### src/rtl/riscv_defines.sv
// Shared core definitions: word width, fetch buffer sizing and the fetch entry record.
// Latency: n/a (types and constants only).
// Backpressure: n/a.
package riscv_defines;

  localparam int WORD_WIDTH       = 32;
  localparam int FETCH_FIFO_DEPTH = 4;

  // One prefetched word together with the PC it was fetched from.
  // err marks a slot whose memory response never arrived.
  typedef struct packed {
    logic [WORD_WIDTH-1:0] pc;
    logic [WORD_WIDTH-1:0] instr;
    logic                  err;
  } fetch_entry_t;

endpackage

### src/rtl/fetch_fifo.sv
// Prefetch buffer holding fetch entries between the memory response and decode.
// Latency: one cycle from push to the entry appearing at the head (no bypass).
// Backpressure: push is ignored when full, pop when empty; flush beats push and pop.
//
// Ports: clk/rst (sync, active-high); push_i + push_dat_i write an entry;
// pop_i retires the head; flush_i empties the buffer; head_dat_o is the oldest
// entry; count_o/empty_o/full_o report occupancy.
module fetch_fifo
  import riscv_defines::*;
#(
  parameter int DEPTH = FETCH_FIFO_DEPTH
) (
  input  logic                     clk,
  input  logic                     rst,
  input  logic                     push_i,
  input  fetch_entry_t             push_dat_i,
  input  logic                     pop_i,
  input  logic                     flush_i,
  output fetch_entry_t             head_dat_o,
  output logic [$clog2(DEPTH):0]   count_o,
  output logic                     empty_o,
  output logic                     full_o
);

  localparam int PTR_W = $clog2(DEPTH);
  localparam int CNT_W = PTR_W + 1;
  localparam logic [CNT_W-1:0] CNT_FULL = CNT_W'(DEPTH);

  fetch_entry_t     mem_q [DEPTH];
  fetch_entry_t     mem_d [DEPTH];
  logic [PTR_W-1:0] rd_ptr_q, rd_ptr_d;
  logic [PTR_W-1:0] wr_ptr_q, wr_ptr_d;
  logic [CNT_W-1:0] count_q, count_d;
  logic             do_push;
  logic             do_pop;

  assign empty_o    = (count_q == '0);
  assign full_o     = (count_q == CNT_FULL);
  assign count_o    = count_q;
  assign head_dat_o = mem_q[rd_ptr_q];

  always_comb begin
    mem_d    = mem_q;
    rd_ptr_d = rd_ptr_q;
    wr_ptr_d = wr_ptr_q;
    count_d  = count_q;
    do_push  = push_i && !full_o;
    do_pop   = pop_i && !empty_o;

    if (flush_i) begin
      // Stale storage contents are left in place; pointers and count define validity.
      rd_ptr_d = '0;
      wr_ptr_d = '0;
      count_d  = '0;
    end else begin
      if (do_push) begin
        mem_d[wr_ptr_q] = push_dat_i;
        wr_ptr_d        = wr_ptr_q + 1'b1;
      end
      if (do_pop) begin
        rd_ptr_d = rd_ptr_q + 1'b1;
      end
      // Pointers wrap naturally because DEPTH is a power of two.
      count_d = count_q + CNT_W'(do_push) - CNT_W'(do_pop);
    end
  end

  always_ff @(posedge clk) begin
    if (rst) begin
      rd_ptr_q <= '0;
      wr_ptr_q <= '0;
      count_q  <= '0;
      for (int i = 0; i < DEPTH; i++) begin
        mem_q[i] <= '0;
      end
    end else begin
      rd_ptr_q <= rd_ptr_d;
      wr_ptr_q <= wr_ptr_d;
      count_q  <= count_d;
      mem_q    <= mem_d;
    end
  end

endmodule

### src/rtl/instr_fetch.sv
// Instruction fetch stage: owns the fetch PC, requests words from instruction RAM, buffers them for decode.
// Latency: request in cycle N, response in N+1, head valid toward decode in N+2.
// Backpressure: requests stop once buffered + in-flight words reach FIFO_DEPTH; decode stalls via fetch_ready_i.
//
// Ports: clk/rst (sync, active-high); instr_req_o/instr_addr_o/instr_gnt_i/
// instr_rvalid_i/instr_rdata_i form the memory interface (response exactly one
// cycle after grant); fetch_valid_o/fetch_ready_i/fetch_instr_o/fetch_pc_o/
// fetch_err_o present the buffer head to decode; redirect_i/redirect_addr_i
// restart fetch at a new target and discard everything buffered or in flight.
module instr_fetch
  import riscv_defines::*;
#(
  parameter logic [WORD_WIDTH-1:0] BOOT_ADDR  = 32'h0000_0000,
  parameter int                    FIFO_DEPTH = FETCH_FIFO_DEPTH
) (
  input  logic                  clk,
  input  logic                  rst,
  output logic                  instr_req_o,
  output logic [WORD_WIDTH-1:0] instr_addr_o,
  input  logic                  instr_gnt_i,
  input  logic                  instr_rvalid_i,
  input  logic [WORD_WIDTH-1:0] instr_rdata_i,
  output logic                  fetch_valid_o,
  input  logic                  fetch_ready_i,
  output logic [WORD_WIDTH-1:0] fetch_instr_o,
  output logic [WORD_WIDTH-1:0] fetch_pc_o,
  output logic                  fetch_err_o,
  input  logic                  redirect_i,
  input  logic [WORD_WIDTH-1:0] redirect_addr_i
);

  localparam int CNT_W = $clog2(FIFO_DEPTH) + 1;
  localparam logic [WORD_WIDTH-1:0] ALIGN_MASK   = {{(WORD_WIDTH-2){1'b1}}, 2'b00};
  localparam logic [WORD_WIDTH-1:0] BOOT_ALIGNED = BOOT_ADDR & ALIGN_MASK;
  localparam logic [CNT_W:0]        OCC_LIMIT    = (CNT_W+1)'(FIFO_DEPTH);

  logic [WORD_WIDTH-1:0] fetch_addr_q, fetch_addr_d;
  logic [WORD_WIDTH-1:0] pend_pc_q, pend_pc_d;
  logic                  pending_q, pending_d;
  logic                  drop_q, drop_d;

  logic [CNT_W-1:0] fifo_count;
  logic             fifo_empty;
  logic             fifo_full;
  fetch_entry_t     fifo_head;
  fetch_entry_t     push_ent;
  logic             push;
  logic             pop;
  logic             grant;
  logic [CNT_W:0]   occupancy;

  always_comb begin
    // Space is reserved for the in-flight word; a same-cycle pop is not
    // counted, which keeps the request path independent of fetch_ready_i.
    occupancy   = {1'b0, fifo_count} + {{CNT_W{1'b0}}, pending_q};
    instr_req_o = !rst && !redirect_i && (occupancy < OCC_LIMIT);
    grant       = instr_req_o && instr_gnt_i;

    // A pending slot with no rvalid becomes a fault entry so decode never
    // waits forever on a request the memory silently dropped.
    push           = pending_q && !drop_q && !fifo_full;
    push_ent.pc    = pend_pc_q;
    push_ent.instr = instr_rvalid_i ? instr_rdata_i : '0;
    push_ent.err   = !instr_rvalid_i;

    fetch_valid_o = !rst && !fifo_empty;
    fetch_instr_o = fetch_valid_o ? fifo_head.instr : '0;
    fetch_pc_o    = fetch_valid_o ? fifo_head.pc    : '0;
    fetch_err_o   = fetch_valid_o ? fifo_head.err   : 1'b0;
    pop           = fetch_valid_o && fetch_ready_i;

    instr_addr_o  = rst ? BOOT_ALIGNED : fetch_addr_q;

    fetch_addr_d = fetch_addr_q;
    pend_pc_d    = pend_pc_q;
    pending_d    = grant;
    drop_d       = 1'b0;

    if (redirect_i) begin
      fetch_addr_d = redirect_addr_i & ALIGN_MASK;
      // Whatever response is due next cycle belongs to the old path.
      drop_d       = pending_q || grant;
    end else if (grant) begin
      fetch_addr_d = fetch_addr_q + WORD_WIDTH'(4);
      pend_pc_d    = fetch_addr_q;
    end
  end

  always_ff @(posedge clk) begin
    if (rst) begin
      fetch_addr_q <= BOOT_ALIGNED;
      pend_pc_q    <= '0;
      pending_q    <= 1'b0;
      drop_q       <= 1'b0;
    end else begin
      fetch_addr_q <= fetch_addr_d;
      pend_pc_q    <= pend_pc_d;
      pending_q    <= pending_d;
      drop_q       <= drop_d;
    end
  end

  // Redirect drives flush, which overrides any same-cycle push or pop.
  fetch_fifo #(
    .DEPTH (FIFO_DEPTH)
  ) u_fetch_fifo (
    .clk        (clk),
    .rst        (rst),
    .push_i     (push),
    .push_dat_i (push_ent),
    .pop_i      (pop),
    .flush_i    (redirect_i),
    .head_dat_o (fifo_head),
    .count_o    (fifo_count),
    .empty_o    (fifo_empty),
    .full_o     (fifo_full)
  );

endmodule

### config.mk
export PLATFORM = sky130hd
export DESIGN_NAME = instr_fetch
export DESIGN_NICKNAME = d
export VERILOG_FILES = /design/src/rtl/riscv_defines.sv /design/src/rtl/fetch_fifo.sv /design/src/rtl/instr_fetch.sv
export SDC_FILE = /design/constraint.sdc
export NUM_CORES = 1
export LEC_CHECK = 0
export ABC_CLOCK_PERIOD_IN_PS = 3020
export CAP_MARGIN = 20
export CORE_MARGIN = 4
export CORE_UTILIZATION = 56
export CTS_BUF_LIST = sky130_fd_sc_hd__clkbuf_16
export DETAILED_ROUTE_END_ITERATION = 10
export PLACE_DENSITY = 0.8
export SLEW_MARGIN = 20
export SYNTH_ARGS = -nofsm -noshare
export SYNTH_HDL_FRONTEND = slang
export SYNTH_SLANG_ARGS = --single-unit
### constraint.sdc
create_clock -name clk -period 3.02 [get_ports clk]
set_input_delay 0.604 -clock clk [delete_from_list [all_inputs] [get_ports clk]]
set_output_delay 0.604 -clock clk [all_outputs]
set_load 0.05 [all_outputs]
==> flow_summary.rst <==
.. list-table::
   :header-rows: 1

   * - Metric
     - Value
   * - # nets final
     - 1897
   * - Final critical path time including I/O delays and setup
     - 2890 ps
   * - Die outline area
     - 0.0279 mm2
   * - Comb pwr share
     - 0.062
   * - Row count
     - 57
   * - Internal Dissipation
     - 6.74 mW
   * - Tot GR Track Use
     - 0.253
   * - Crit Reg-Reg Endpoint
     - u_fetch_fifo.mem_q[40]$_SDFFE_PP0P_
   * - Post-synthesis instance area
     - 0.0142 mm2
   * - Later-pin clock latency in the skew report
     - 570 ps
   * - First drt pass iteration count
     - 5
   * - Final HPWL DP
     - 22.8 mm
   * - Layout overhead on the synthesized area
     - 24.9%
   * - Ratio of final minimum period to clock period
     - 0.958
   * - Slew headroom
     - 0.368
   * - Clock transition at the registers of the reported paths
     - 60 ps
   * - Iteration-0 DRC count of the detailed router
     - 1239
   * - Hold-fix buffers, CTS
     - 0
   * - Worst setup path category
     - reg2out
   * - Required time of the worst setup path
     - 2420 ps
   * - Final worst clock skew
     - 16.6 ps
   * - Final Hold Fails
     - 0
   * - Worst supply voltage drop on vdd
     - 0.000363 V
   * - Status
     - completed
   * - Drt drc
     - 0
   * - WP data arrival
     - 2290 ps
   * - Flip-flop and latch count after synthesis
     - 321
   * - Switching share of total power
     - 0.232
   * - Total CTS buffers
     - 31
   * - Count of cells along the worst register-to-register path
     - 6
   * - Type of the worst min-delay path
     - in2reg
   * - Fraction of layout cells with a size suffix above 1
     - 0.117
   * - H-tree depth reported by CTS
     - 1
   * - Vias in the first global route
     - 12000
   * - Commonest register cell after synthesis
     - sky130_fd_sc_hd__dfxtp_1
   * - Post-synthesis area per instance
     - 8.15 um2
   * - Top library cells by usage in the layout, fill and taps aside
     - sky130_fd_sc_hd__nand2_1, sky130_fd_sc_hd__dfxtp_1, sky130_fd_sc_hd__a21oi_1
   * - Reg2reg start
     - pending_q$_SDFF_PP0_
   * - Overflow left after global routing
     - 0
   * - Final estimated routing congestion in global placement
     - 0.850
   * - Number of max-slew violations in the final report
     - 0
   * - Global-route wire length before repair
     - 59.9 mm
   * - Number of nets with antenna violations after routing
     - 0
   * - Worst hold margin
     - 449 ps
   * - Register share of total power
     - 0.495
   * - Post-CTS sizing
     - 0
   * - Crit. End Element
     - primary output
   * - Count of filler cells inserted in the layout
     - 1799
   * - Antenna violations before repair
     - 1
   * - Total area of multi-input combinational cells
     - 0.00708 mm2
   * - Pwr Density
     - 497 mW/mm2
   * - Number of synthesized flops with an enable pin
     - 0
   * - Routed length per placed instance
     - 16.8 um
   * - Average via count per standard cell
     - 5.69
   * - Critical hold path startpoint
     - rst
   * - CTS Sinks
     - 321
   * - Synth async-reset ratio
     - 0
   * - Clock network power share
     - 0.443
   * - Buffers inserted by post-CTS timing repair
     - 0
   * - Number of buffers inserted by port buffering
     - 162
   * - Total Negative Setup Slacks
     - 0 ps
   * - Yosys warning count
     - 0
   * - P_leak
     - 6.32 nW
   * - Number of max-cap violations
     - 0
   * - Buffer cell driving the clock tree root
     - sky130_fd_sc_hd__clkbuf_16
   * - Total via count after detailed routing
     - 12300
   * - Wire length reported by the detailed router
     - 36.4 mm
   * - Max Root-Sink Buffers
     - 3
   * - TritonCTS clock tree
     - done
   * - R2R Setup Slk
     - 480 ps
   * - Total core area
     - 0.0246 mm2
   * - Maximum number of pins on one net before global-route repair
     - 198
   * - Slew of the pin with the lowest slew margin
     - 947 ps
   * - Capture point of the worst path
     - fetch_pc_o[21]
   * - Share of synthesized area occupied by flip-flops and latches
     - 0.454
   * - Setup crit start kind
     - register
   * - Die extent in y
     - 167 um
   * - Die Width
     - 167 um
   * - Fmax
     - 346 MHz
   * - Top-level I/O count
     - 169
   * - Switching power summed over all nets
     - 2.04 mW
   * - Synth unique cells
     - 51
   * - Unrepaired setup endpoints after global routing
     - no
   * - Sequential cell area
     - 0.00643 mm2
   * - Synthesized instance count
     - 1738
   * - Most common library cell in the layout ignoring fill and taps
     - sky130_fd_sc_hd__nand2_1
   * - Worst-path maximum fanout
     - 31
   * - Initial Utilization
     - 0.576
   * - Number of failing setup endpoints in the final timing report
     - 0
   * - Crit path from
     - u_fetch_fifo.rd_ptr_q[0]$_SDFFE_PP0P_
[state kept, by name, summed over array words and instances (netlist names)]
| signal | count |
|---|---|
| u_fetch_fifo.mem_q | 252 |
| fetch_addr_q | 30 |
| pend_pc_q | 30 |
| u_fetch_fifo.count_o | 3 |
| u_fetch_fifo.rd_ptr_q | 2 |
| u_fetch_fifo.wr_ptr_q | 2 |
| drop_q | 1 |
| pending_q | 1 |
[per-stage QoR]
step	util	instances	instance area, um2	worst slack [ps]	power, mW
6_report	0.719	2166	17700	127	8.78
5_1_grt	0.719	2166	17700	46.3	9.03
4_1_cts	0.719	2165	17700	87.5	8.82
3_5_place_dp	0.677	2109	16700	286	4.98
3_3_place_gp	0.677	2109	16700	356	4.97
2_1_floorplan	-	1741	14200	326	4.76
[cell type report]
cell class / instances / share of cell area
Clock buffer: 32 / 0.0453
Antenna cell: 1 / 0.000141
Clock inverter: 24 / 0.0126
Multi-Input combinational cell: 1243 / 0.400
Timing Repair Buffer: 189 / 0.148
Sequential cell: 321 / 0.364
Tap cell: 324 / 0.0229
Inverter: 32 / 0.00679
[metal layers]
layer,vias to the layer above,track usage,part of all wire
met5,-,0,0
met4,0,0.0918,0.030
met3,81,0.0391,0.078
met2,501,0.425,0.48
met1,5824,0.334,0.41
li1,5924,-,-
[critical path, stage by stage (launching register included)]
cell,delay [ps]
sky130_fd_sc_hd__dfxtp_4,450
sky130_fd_sc_hd__buf_12,280
sky130_fd_sc_hd__mux4_2,600
sky130_fd_sc_hd__and2_1,210
sky130_fd_sc_hd__buf_12,150
[kinds of logic (layout without fill, tap and decap cells)]
kind of cell,Yosys count,after routing,synth area share
other cells,1,5,0.000265
compound gates,343,343,0.129
xor+xnor,20,20,0.0124
flops,321,321,0.454
buf+inv,177,277,0.0493
mux,67,67,0.103
simple gates,800,800,0.244
fa+ha+maj,9,9,0.00848
[how the worst min path moves through the flow]
stage / cells after the start / end / slack (ps)
2_1_floorplan: 2 / u_fetch_fifo.mem_q[100]$_SDFFE_PP0P_ / 430
3_3_place_gp: 2 / u_fetch_fifo.mem_q[180]$_SDFFE_PP0P_ / 440
3_5_place_dp: 2 / u_fetch_fifo.mem_q[101]$_SDFFE_PP0P_ / 440
4_1_cts: 2 / fetch_addr_q[2]$_SDFFE_PP0P_ / 430
5_1_grt: 2 / u_fetch_fifo.mem_q[185]$_SDFFE_PP0P_ / 470
6_report: 2 / fetch_addr_q[2]$_SDFFE_PP0P_ / 450
[synthesized netlist by cell type (all sizes together) (4+ instances only)]
cell      n  share of area
a211oi    4         0.0021
a21oi   298           0.11
a31oi     6         0.0026
and2     71          0.031
and3      5         0.0022
and4      4         0.0028
buf      42          0.014
clkbuf  103          0.027
dfxtp   321           0.45
ha        8         0.0071
inv      32         0.0085
mux4     63           0.10
nand2   345          0.091
nand3    13         0.0046
nand4    12         0.0057
nor2    282          0.075
nor2b    33          0.015
nor3      5         0.0018
nor4     14         0.0062
o21a     14         0.0074
o21ai     5         0.0018
or3       4         0.0018
or4       4         0.0024
xnor2     9         0.0056
xor2     11         0.0068
[power by group through the flow]
| stage | logic [mW] | registers (mW) | clock network (mW) |
|---|---|---|---|
| after floorplan | 0.350 | 4.41 | 0 |
| after global routing | 0.585 | 4.36 | 4.09 |
| after CTS | 0.542 | 4.35 | 3.93 |
| final | 0.542 | 4.35 | 3.89 |
| after global placement | 0.529 | 4.44 | 0 |
| after detailed placement | 0.536 | 4.44 | 0 |
Power figures use the tool's default switching activity.
